===== config.mk =====
export PLATFORM = sky130hd
export DESIGN_NAME = my_alu
export DESIGN_NICKNAME = d
export VERILOG_FILES = /design/src/rtl/my_alu.sv
export SDC_FILE = /design/constraint.sdc
export NUM_CORES = 1
export LEC_CHECK = 0
export CAP_MARGIN = 20
export CORE_ASPECT_RATIO = 1.1
export CORE_MARGIN = 10
export CORE_UTILIZATION = 42
export DETAILED_ROUTE_END_ITERATION = 8
export PLACE_DENSITY = 0.66
export SYNTH_ARGS = -nofsm -noshare
export SYNTH_HDL_FRONTEND = slang
export SYNTH_SLANG_ARGS = --single-unit
export TNS_END_PERCENT = 100

===== constraint.sdc =====
create_clock -name clk -period 2.6 [get_ports clk]
set_clock_uncertainty 0.05 [all_clocks]
set_input_delay 0.78 -clock clk [delete_from_list [all_inputs] [get_ports clk]]
set_output_delay 0.78 -clock clk [all_outputs]
set_load 0.05 [all_outputs]

===== src/rtl/my_alu.sv =====
// Request/acknowledge multi-cycle ALU: CLA add/sub, shift-add multiply and
// restoring divide, returning a registered 16-bit result with a one-cycle Ack.
module my_alu #(
    parameter int N = 8
) (
    input  logic         clk,
    input  logic         rst,
    input  logic         cin,
    input  logic [N-1:0] Op1,
    input  logic [N-1:0] Op2,
    input  logic [1:0]   Cmd,
    input  logic         Req,
    output logic [15:0]  Alu_Out,
    output logic         Ack
);

    localparam int CW = $clog2(N + 1);

    typedef enum logic [1:0] {IDLE, EXEC, DONE} state_t;
    typedef enum logic [1:0] {CMD_ADD = 2'b00, CMD_SUB = 2'b01,
                              CMD_MUL = 2'b10, CMD_DIV = 2'b11} cmd_t;

    state_t         state, state_next;
    cmd_t           cmd;
    logic [N-1:0]   op_a, op_b;
    logic           carry_in;
    logic [CW-1:0]  count;
    logic [N-1:0]   hi, lo;
    logic           last_step;

    // Carry-lookahead adder on the latched operands; SUB feeds ~op_b with carry-in 1.
    logic [N-1:0]   cla_b, cla_g, cla_p;
    logic [N:0]     cla_c;
    logic           cla_c0, carry, prop;
    logic [N:0]     cla_sum;

    assign cla_b  = (cmd == CMD_SUB) ? ~op_b : op_b;
    assign cla_c0 = (cmd == CMD_SUB) ? 1'b1 : carry_in;
    assign cla_g  = op_a & cla_b;
    assign cla_p  = op_a ^ cla_b;

    // NOTE: every variable written in always_comb gets a value before any branch or loop,
    // otherwise synthesis infers a latch to hold it.
    always_comb begin
        cla_c    = '0;
        carry    = 1'b0;
        prop     = 1'b0;
        cla_c[0] = cla_c0;
        for (int i = 0; i < N; i++) begin
            carry = cla_c0;
            for (int j = 0; j <= i; j++) carry = carry & cla_p[j];
            for (int j = 0; j <= i; j++) begin
                prop = cla_g[j];
                for (int k = j + 1; k <= i; k++) prop = prop & cla_p[k];
                carry = carry | prop;
            end
            cla_c[i+1] = carry;
        end
    end

    assign cla_sum = {cla_c[N], cla_p ^ cla_c[N-1:0]};

    // One multiply / divide iteration: hi holds the running upper half or remainder,
    // lo the multiplier being shifted out or the quotient being shifted in.
    logic [N:0]     mul_sum, div_shift;
    logic           div_ge;
    logic [N-1:0]   mul_hi_next, mul_lo_next, div_hi_next, div_lo_next;
    logic [15:0]    result_next;

    assign mul_sum     = {1'b0, hi} + {1'b0, (lo[0] ? op_b : {N{1'b0}})};
    assign mul_hi_next = mul_sum[N:1];
    assign mul_lo_next = {mul_sum[0], lo[N-1:1]};

    assign div_shift   = {hi, lo[N-1]};
    assign div_ge      = div_shift >= {1'b0, op_b};
    assign div_hi_next = div_ge ? N'(div_shift - {1'b0, op_b}) : div_shift[N-1:0];
    assign div_lo_next = {lo[N-2:0], div_ge};

    always_comb begin
        result_next = '0;
        case (cmd)
            CMD_ADD, CMD_SUB: result_next = 16'(cla_sum);
            CMD_MUL:          result_next = 16'({mul_hi_next, mul_lo_next});
            default:          result_next = 16'({div_hi_next, div_lo_next});
        endcase
    end

    // EXEC count 0 primes the datapath; ADD/SUB finish at count 1, MUL/DIV after N iterations.
    assign last_step = (state == EXEC) &&
                       (((cmd == CMD_ADD) || (cmd == CMD_SUB)) ? (count == CW'(1))
                                                               : (count == CW'(N)));

    // NOTE: sequential state uses non-blocking assignments so every register samples
    // the pre-edge values of the others, independent of statement order.
    always_ff @(posedge clk) begin
        if (rst) state <= IDLE;
        else     state <= state_next;
    end

    always_comb begin
        state_next = state;
        Ack        = 1'b0;
        case (state)
            IDLE:    if (Req) state_next = EXEC;
            EXEC:    if (last_step) state_next = DONE;
            DONE: begin
                Ack        = 1'b1;
                state_next = IDLE;
            end
            default: state_next = IDLE;
        endcase
    end

    always_ff @(posedge clk) begin
        if (rst) begin
            cmd      <= CMD_ADD;
            op_a     <= '0;
            op_b     <= '0;
            carry_in <= 1'b0;
            count    <= '0;
            hi       <= '0;
            lo       <= '0;
            Alu_Out  <= '0;
        end else begin
            case (state)
                IDLE: if (Req) begin
                    cmd      <= cmd_t'(Cmd);
                    op_a     <= Op1;
                    op_b     <= Op2;
                    carry_in <= cin;
                    count    <= '0;
                end
                EXEC: begin
                    count <= count + CW'(1);
                    if (count == '0) begin
                        hi <= '0;
                        lo <= op_a;
                    end else if (cmd == CMD_MUL) begin
                        hi <= mul_hi_next;
                        lo <= mul_lo_next;
                    end else if (cmd == CMD_DIV) begin
                        hi <= div_hi_next;
                        lo <= div_lo_next;
                    end
                    if (last_step) Alu_Out <= result_next;
                end
                default: ;
            endcase
        end
    end

endmodule


# After elaboration in Yosys (flattened, before gate mapping)
# Cells that the tools add are included.
# totals
memories,0
romBits,0
latch_bits,0
ramBits,0
reg_bits,57
out_inout_bits,17
word_cells,129
in_bits,22
# classes
n_addsub,3
n_shift,0
mux,18
div_mod_pow,0
order_cmp,1
bitwise_logic,76
n_eq_ne,9
reduce_logical,13
multipliers,0
# op_table
cell,count
two-way mux 8 bit,9
AND 1 bit,36
OR 1 bit,36
one-hot mux 16 bit (2 select lines),1
XOR 8 bit,2
AND reduction 2 bit,5
adder 8 x 8 -> 9 bit,1
greater-or-equal comparator 9 x 8 -> 1 bit,1
AND 8 bit,1
inverter 8 bit,1
one-hot mux 4 bit (2 select lines),1
subtractor 8 bit,1
"equality test 2 bit, second input constant",3
"adder 4 x 1 -> 4 bit, second input constant",1
"equality test 2 x 1 -> 1 bit, second input constant",2
"equality test 4 x 1 -> 1 bit, second input constant",1
"equality test 4 bit, second input constant",1
logical NOT 2 bit,2
logical NOT 4 bit,1
two-way mux 2 bit,2
two-way mux 4 bit,1
"inequality test 2 bit, second input constant",2
one-hot mux 2 bit (2 select lines),1
two-way mux 1 bit,3
other kinds (5),5

# Depth between registers and ports, before layout
# Gate-level depths: netlist of run 1.
# depth
depth_word,20
depth_mapped,12
mapped_depth_nobuf,10

# Worst setup path after synthesis of run 1
# OpenSTA, ideal clock, no wires.
# synth_timing
kind,register to register
from,reg cmd[0]
to,reg Alu_Out[4]
slack_ps,-138
setup_ps,132
n_path_buf,2
t_required_ps,2418
synth_period_minus_slack_ps,2738
path_stages_with_launch,13
arrival_time_ps,2555
path_cell_list,dfxtp_1 clkbuf_1 nand2b_1 clkbuf_1 xnor2_1 ha_1 ha_1 o211ai_1 a21boi_0 or3_1 a21o_1 nand3_1 a21oi_1
# synth_via
elab_chain_cells,13
elab_cells_between_ends,28
classes_between,eq/ne (2); mux (4); bitwise (17); reduce/logical (5)
# synth_rtl
item,line_no,rtl
from (decl),24,cmd_t cmd;
from (signal assigned),127,cmd <= cmd_t'(Cmd);
equality test 2 x 1 -> 1 bit,-,
two-way mux 8 bit,37,assign cla_b = (cmd == CMD_SUB) ? ~op_b : op_b;
XOR 8 bit,40,assign cla_p = op_a ^ cla_b;
AND 1 bit (4 in a row),51,for (int j = 0; j <= i; j++) carry = carry & cla_p[j];
OR 1 bit (4 in a row),55,carry = carry | prop;
XOR 8 bit,61,"assign cla_sum = {cla_c[N], cla_p ^ cla_c[N-1:0]};"
one-hot mux 16 bit (2 select lines),81,case (cmd)
to (signal assigned),145,if (last_step) Alu_Out <= result_next;
to (decl),13,"output logic [15:0] Alu_Out,"
# Several ways; a longest one is shown, not always the timed one.
# A chain may end at the register's enable or synchronous reset.

# Worst setup path after layout of run 1
# layout_timing
from,reg lo[0]
to,reg Alu_Out[15]
# layout_via
elab_chain_cells,3
# layout_rtl
item,line_no,rtl
from (decl),28,"logic [N-1:0] hi, lo;"
from (signal assigned),137,lo <= op_a;
from (signal assigned),140,lo <= mul_lo_next;
from (signal assigned),143,lo <= div_lo_next;
two-way mux 8 bit,70,"assign mul_sum = {1'b0, hi} + {1'b0, (lo[0] ? op_b : {N{1'b0}})};"
adder 8 x 8 -> 9 bit,70,
one-hot mux 16 bit (2 select lines),81,
# No other way between the ends.

==> impl_metrics.csv, run 1 <==
group,metric,value,unit
final_layout,fillers,868,
global_route,grt_pass1_wl,17.53,mm
synth,synth_top_area_cell,"dfxtp_1",
setup_path,cp_slowest_cell,"fa_2",
timing,maxSlewHeadroom,61.85,%
setup_path,crit_path_max_incr_delay,0.37,ns
setup_path,r2r-start,"lo[0]$_SDFFE_PP0P_",
global_route,grt_overflow,0,
power_and_ir_drop,powerDensity,495.7,nW/um^2
timing,timing.final.hold_violations,0,
routing,ant_nets,0,
setup_path,critPathTopFamily,"compound AO/OA/AOI/OAI gates",
setup_path,critPathRequiredTime,2.79,ns
floorplanning,die_width,111.5,um
clocking,clock_tree.buffer_depth,2,
timing,fin_tns_setup,0,ns
synth,ys.flop_type,"dfxtp_1",
final_layout,antennaDiodeCount,0,
timing,fin_crit_sh,96.13,%
final_layout,final_area,4619,um^2
clocking,clk_pin_slew,0.07,ns
timing,period_needed,2.500,ns
floorplanning,row_count,36,
setup_path,cp_max_fo,6,
timing,fmax,0.4001,GHz
global_route,grt_pass1_vias,3523,
outcome,status,"finished clean",
final_layout,drive_gt1_share,12.31,%
power_and_ir_drop,vdd_drop_max,0.3192,mV
synth,syn_inst,480,
setup_path,critPathBufInv,0,
place,place_area,4393,um^2
clocking,cts_sinks,57,
clocking,tritoncts,"done",
global_route,grt_max_degree,33,
synth,ys_types,64,
floorplanning,start_util,43.38,%
routing,avgViaCountPerCell,5.460,
floorplanning,die_y,120.7,um
synth,netlist_area,3869,um^2
routing,vias,3505,
routing,post-route-drc-count,0,
setup_path,crit_top_cell,"o31a_1",
min_path,min-delay-start,"Alu_Out[14]$_SDFFE_PP0P_",
global_route,grtUsageTotal,15.76,%
setup_path,crit_start,"lo[0]$_SDFFE_PP0P_",
routing,drt_wl_total,10.73,mm
synth,ys_seq_area_share,29.50,%
setup_path,worstPathArrival,2.69,ns
synth,synthArstFlopShare,0,%
synth,ys_ff_latch,57,
final_layout,final-instance-count-excl-fill,642,
place,io_buffers,38,
clocking,htreeDepth,3,
place,dp_hpwl,8.353,mm
synth,synth_top_area_share,29.50,%
routing,dr.pass1.iters,4,
flow_run,maxCapViolCount,0,
clocking,clockRootBuffer,"clkbuf_8",
synth,synth_edf_count,0,
timing,setup_viol,0,
routing,drtIter0Drc,203,
synth,synthTopCellsByArea,"dfxtp_1 (29%), ha_1 (8.7%), nand2_1 (6.5%)",
setup_path,crit_type,"reg -> reg",
place,place.gp.congestion,0.9472,
routing,wl_per_cell,16.72,um
min_path,hold_class,"reg -> reg",
final_layout,final_nets,575,
floorplanning,die_area,13450,um^2
timing,tightest_slew,0.5711,ns
synth,yosysWarningCount,0,
setup_path,endpoint_kind,"flip-flop",
place,dpl.cell_count,625,
final_layout,areaGrowthSynthToFinish,19.40,%
global_route,antenna_found_initial,0,
synth,synth_common_cells,"nand2_1 (67), dfxtp_1 (57), nor2_1 (49), a21oi_1 (44), ha_1 (27)",
floorplanning,io_pins,39,
synth,synth_most_common_cell,"nand2_1",
floorplanning,core-area,8919,um^2
setup_path,critPathLaunchType,"flip-flop",
synth,synth.avg_cell_area,8.060,um^2
synth,syn_nets,532,
clocking,cts_buffers,9,
setup_path,cp_cell_sequence,"and2_1, ha_1, fa_2, a211oi_2, nor2_1, o31a_1, o21a_1, o31a_1, a22o_1",
power_and_ir_drop,p_leak,0.001754,uW
timing,slew_violations,0,
clocking,clock_latency,0.35,ns
flip-flops by register name, summed over array words and instances, names as in the netlist:
register / count
count: 4
hi: 8
state: 2
Alu_Out: 16
lo: 8
op_a: 8
op_b: 8
cmd: 2
carry_in: 1
what timing repair did:
| action | CTS | global route |
|---|---|---|
| hold endpoints to repair | 0 | 0 |
| resized for setup | 0 | 13 |
| hold buffers | 0 | 0 |
| endpoints found under the setup margin | 0 | 7 |
| buffers inserted | 0 | 1 |
layout make-up:
type | count | area [um^2] | area share (%)
sequential | 57 | 1144 | 24.76
clock buffer | 11 | 141.4 | 3.061
clock inverter | 5 | 31.28 | 0.6771
tap | 114 | 142.6 | 3.088
timing repair buffer | 59 | 538.0 | 11.65
multi-input combinational | 379 | 2559 | 55.39
inverter | 17 | 63.81 | 1.381
worst paths after layout:
path	end	cells past startpoint	slack, ns
setup reg to reg	Alu_Out[15]$_SDFFE_PP0P_	9	0.10
hold / removal	Alu_Out[14]$_SDFFE_PP0P_	2	0.41
setup / recovery	Alu_Out[15]$_SDFFE_PP0P_	9	0.10
hold reg to reg	Alu_Out[14]$_SDFFE_PP0P_	2	0.41
power breakdown:
group          internal, uW  leakage [uW]  switching, uW
Clock                   368     0.0000891            379
Sequential              908      0.000464           37.1
Combinational           264       0.00120            332
routing by layer:
metal / track usage, % / up-vias / routed length [um]
met4: 6.994 / 0 / 318
met3: 3.808 / 21 / 480
met5: 0 / - / 0
met1: 18.56 / 1608 / 4838
li1: - / 1795 / -
met2: 26.61 / 81 / 5095
through the flow:
stage | power (uW) | util, % | setup WS (ns) | hold slack (ns)
after floorplan | 1384 | - | 0.04098 | 0.3867
after global placement | 1535 | 49.26 | 0.1241 | 0.3918
after detailed placement | 1548 | 49.26 | 0.04648 | 0.3978
after CTS | 2295 | 51.19 | 0.02255 | 0.4094
after global routing | 2405 | 51.80 | -0.007181 | 0.4207
final | 2290 | 51.80 | 0.1005 | 0.4058
cells by family (layout without fill, tap and decap cells):
| family | Yosys count | count (layout) | synth area share [%] |
|---|---|---|---|
| AO/OA/AOI/OAI | 134 | 134 | 24.35 |
| XOR/XNOR | 19 | 19 | 4.301 |
| adder cells (fa/ha/maj) | 30 | 30 | 10.28 |
| buffers and inverters | 44 | 92 | 5.304 |
| flip-flops | 57 | 57 | 29.50 |
| multiplexers | 18 | 18 | 4.754 |
| AND/OR/NAND/NOR | 178 | 178 | 21.51 |
worst register-to-register path, delay by kind of cell, from the launching register on:
kind	cells	cell delay, ns
adders and majority gates	2	0.58
AOI/OAI and AO/OA	5	1.17
and+or+nand+nor	2	0.27
DFF	1	0.34
cells in the final DEF (no fill, tap or decap), types with 3 or more instances in the layout:
| master | Yosys | routed |
|---|---|---|
| clkinv_2 | 0 | 3 |
| o221ai_1 | 4 | 4 |
| nand3_1 | 10 | 10 |
| or2_2 | 4 | 4 |
| nand4_1 | 3 | 3 |
| o22ai_1 | 3 | 3 |
| a21o_1 | 5 | 5 |
| xnor2_1 | 17 | 16 |
| ha_1 | 27 | 27 |
| nand2b_1 | 4 | 4 |
| nor2b_1 | 10 | 10 |
| o21ai_1 | 4 | 4 |
| clkbuf_8 | 0 | 10 |
| nor3b_1 | 3 | 3 |
| o21a_1 | 6 | 6 |
| mux2i_1 | 15 | 15 |
| a31oi_1 | 3 | 3 |
| o21ai_0 | 13 | 13 |
| dfxtp_1 | 57 | 55 |
| nor2_1 | 49 | 48 |
| mux2_2 | 3 | 3 |
| o31a_1 | 4 | 4 |
| a211oi_1 | 16 | 15 |
| o31ai_1 | 3 | 3 |
| o21bai_1 | 5 | 5 |
| a21oi_1 | 44 | 43 |
| inv_1 | 17 | 17 |
| o211ai_1 | 4 | 4 |
| and2_1 | 11 | 10 |
| nand4b_1 | 3 | 3 |
| buf_4 | 0 | 20 |
| clkdlybuf4s50_1 | 0 | 36 |
| nand2_1 | 67 | 67 |
| nor3_1 | 6 | 6 |
(Power assumes the default switching activity.)
==> run 2, diff against run 1 <==
SKIP_LAST_GASP = 1   (was unset)
==> run 2 against run 1 <==
- clock power about the same
- critical path type unchanged
- final cell count unchanged
- register-to-register slack about the same
- core utilization about the same
- sequential power about the same
- combinational power decreased by 0.7%
- die area unchanged
- critical endpoint unchanged
- global-route usage unchanged
- worst setup slack got worse by 0.0025 ns
- fmax decreased by 0.10%
==> impl_metrics.csv, run 2 (synthesized netlist as in run 1, its figures left out) <==
group,metric,value,unit
timing,period_needed,2.502,ns
setup_path,critPathLaunchType,"flip-flop",
clocking,cts_sinks,57,
place,place.gp.congestion,0.9472,
floorplanning,die_area,13450,um^2
power_and_ir_drop,internal-power,1537,uW
setup_path,critPathRequiredTime,2.79,ns
final_layout,final_nets,575,
power_and_ir_drop,powerDensity,495.1,nW/um^2
final_layout,final_cell_mix,"nand2_1 (67), dfxtp_1 (56), nor2_1 (48)",
timing,timing.final.hold_violations,0,
routing,post-route-drc-count,0,
routing,dr.pass1.iters,4,
final_layout,fillers,868,
routing,vias,3486,
global_route,antenna_found_initial,0,
final_layout,largest_reg_flops,16,
setup_path,rr_worst_depth,9,
place,io_buffers,38,
min_path,hold_path_depth,2,
final_layout,drive_gt1_share,11.93,%
min_path,hold_class,"reg -> reg",
power_and_ir_drop,p_leak,0.001751,uW
clocking,cts_buffers,9,
power_and_ir_drop,vdd_drop_max,0.3188,mV
routing,drt_wl_total,10.73,mm
timing,fin_crit_sh,96.23,%
floorplanning,row_count,36,
final_layout,register_area,1142,um^2
place,dp_hpwl,8.353,mm
flow_run,maxCapViolCount,0,
timing,slew_violations,0,
global_route,grtUsageTotal,15.76,%
setup_path,cp_max_fo,6,
power_and_ir_drop,p_sw_share,32.73,%
clocking,clock_latency,0.35,ns
final_layout,top_register,"Alu_Out",
final_layout,layout.cells.most_common,"nand2_1",
timing,grt_setup_unrepaired,"yes",
final_layout,final-instance-count-excl-fill,642,
floorplanning,die_y,120.7,um
global_route,grt_overflow,0,
power_and_ir_drop,power.total,2285,uW
timing,worst_slack,0.09796,ns
clocking,htreeDepth,3,
power_and_ir_drop,combPwrFrac,25.9,%
timing,maxSlewHeadroom,60.79,%
place,place_area,4393,um^2
timing,setup_viol,0,
power_and_ir_drop,pwr-share-seq,41.4,%
final_layout,final_area,4616,um^2
final_layout,areaGrowthSynthToFinish,19.31,%
routing,drtIter0Drc,186,
routing,avgViaCountPerCell,5.430,
floorplanning,io_pins,39,
global_route,grt_pass1_vias,3523,
clocking,clock_tree.buffer_depth,2,
routing,wl_per_cell,16.71,um
setup_path,worstPathArrival,2.69,ns
setup_path,crit_type,"reg -> reg",
timing,fmax,0.3997,GHz
timing,tightest_slew,0.5869,ns
routing,ant_nets,0,
final_layout,multi_input_area,2556,um^2
global_route,grt_max_degree,33,
final_layout,antennaDiodeCount,0,
place,dpl.cell_count,625,
place,pre_cts_ws,0.04648,ns
floorplanning,start_util,43.38,%
power_and_ir_drop,power.switching,747.8,uW
outcome,status,"finished clean",
floorplanning,die_width,111.5,um
global_route,grt_pass1_wl,17.53,mm
floorplanning,core-area,8919,um^2
power_and_ir_drop,clockPowerShare,32.7,%
setup_path,endpoint_kind,"flip-flop",
clocking,clockRootBuffer,"clkbuf_8",
clocking,clk_pin_slew,0.07,ns
clocking,tritoncts,"done",
run 2: area by class of cell:
cell class | instances | share of cell area (%)
clock buffers | 11 | 3.063
repair buffers | 59 | 11.66
flip-flops and latches | 57 | 24.75
multi-input cells | 379 | 55.38
clock inverters | 5 | 0.6777
well taps | 114 | 3.090
inverters | 17 | 1.382
run 2: worst max-delay path, cell delays in order, from the launching register on:
cell and delay, ns:
dfxtp_1 0.34, and2_1 0.17, ha_1 0.21, fa_2 0.37
a211oi_2 0.27, nor2_1 0.10, o31a_1 0.28, o21a_1 0.20
o31a_1 0.23, a22o_1 0.19
run 2: metal layers:
metal	routed length, um	GRT usage (%)	part of all wire, %
met3	479	3.808	4.5
met1	4844	18.56	45
met2	5092	26.61	47
met4	310	6.994	2.9
met5	0	0	0
run 2: power groups by stage:
| stage | combinational, uW | sequential, uW | clock [uW] |
|---|---|---|---|
| final | 593 | 945 | 747 |
| after global routing | 653 | 950 | 797 |
| after CTS | 584 | 945 | 765 |
| after detailed placement | 582 | 965 | 0 |
| after global placement | 571 | 964 | 0 |
| after floorplan | 412 | 972 | 0 |
run 2: path summary, 6_finish.rpt:
check | start | endpoint | slack (ns)
max | lo[0]$_SDFFE_PP0P_ | Alu_Out[15]$_SDFFE_PP0P_ | 0.1
min | Alu_Out[14]$_SDFFE_PP0P_ | Alu_Out[14]$_SDFFE_PP0P_ | 0.41
max reg2reg | lo[0]$_SDFFE_PP0P_ | Alu_Out[15]$_SDFFE_PP0P_ | 0.1
min reg2reg | Alu_Out[14]$_SDFFE_PP0P_ | Alu_Out[14]$_SDFFE_PP0P_ | 0.41
run 2: timing repair:
item / CTS / global route
setup endpoints to repair: 0 / 7
setup buffers: 0 / 1
hold buffers: 0 / 0
gates resized for setup: 0 / 11
run 2: per-stage QoR:
| step | hold WS (ns) | setup TNS, ns | util (%) |
|---|---|---|---|
| 3_5_place_dp | 0.3978 | 0 | 49.26 |
| 2_1_floorplan | 0.3867 | 0 | - |
| 4_1_cts | 0.4094 | 0 | 51.19 |
| 3_3_place_gp | 0.3918 | 0 | 49.26 |
| 5_1_grt | 0.4207 | -0.03310 | 51.75 |
| 6_report | 0.4055 | 0 | 51.75 |
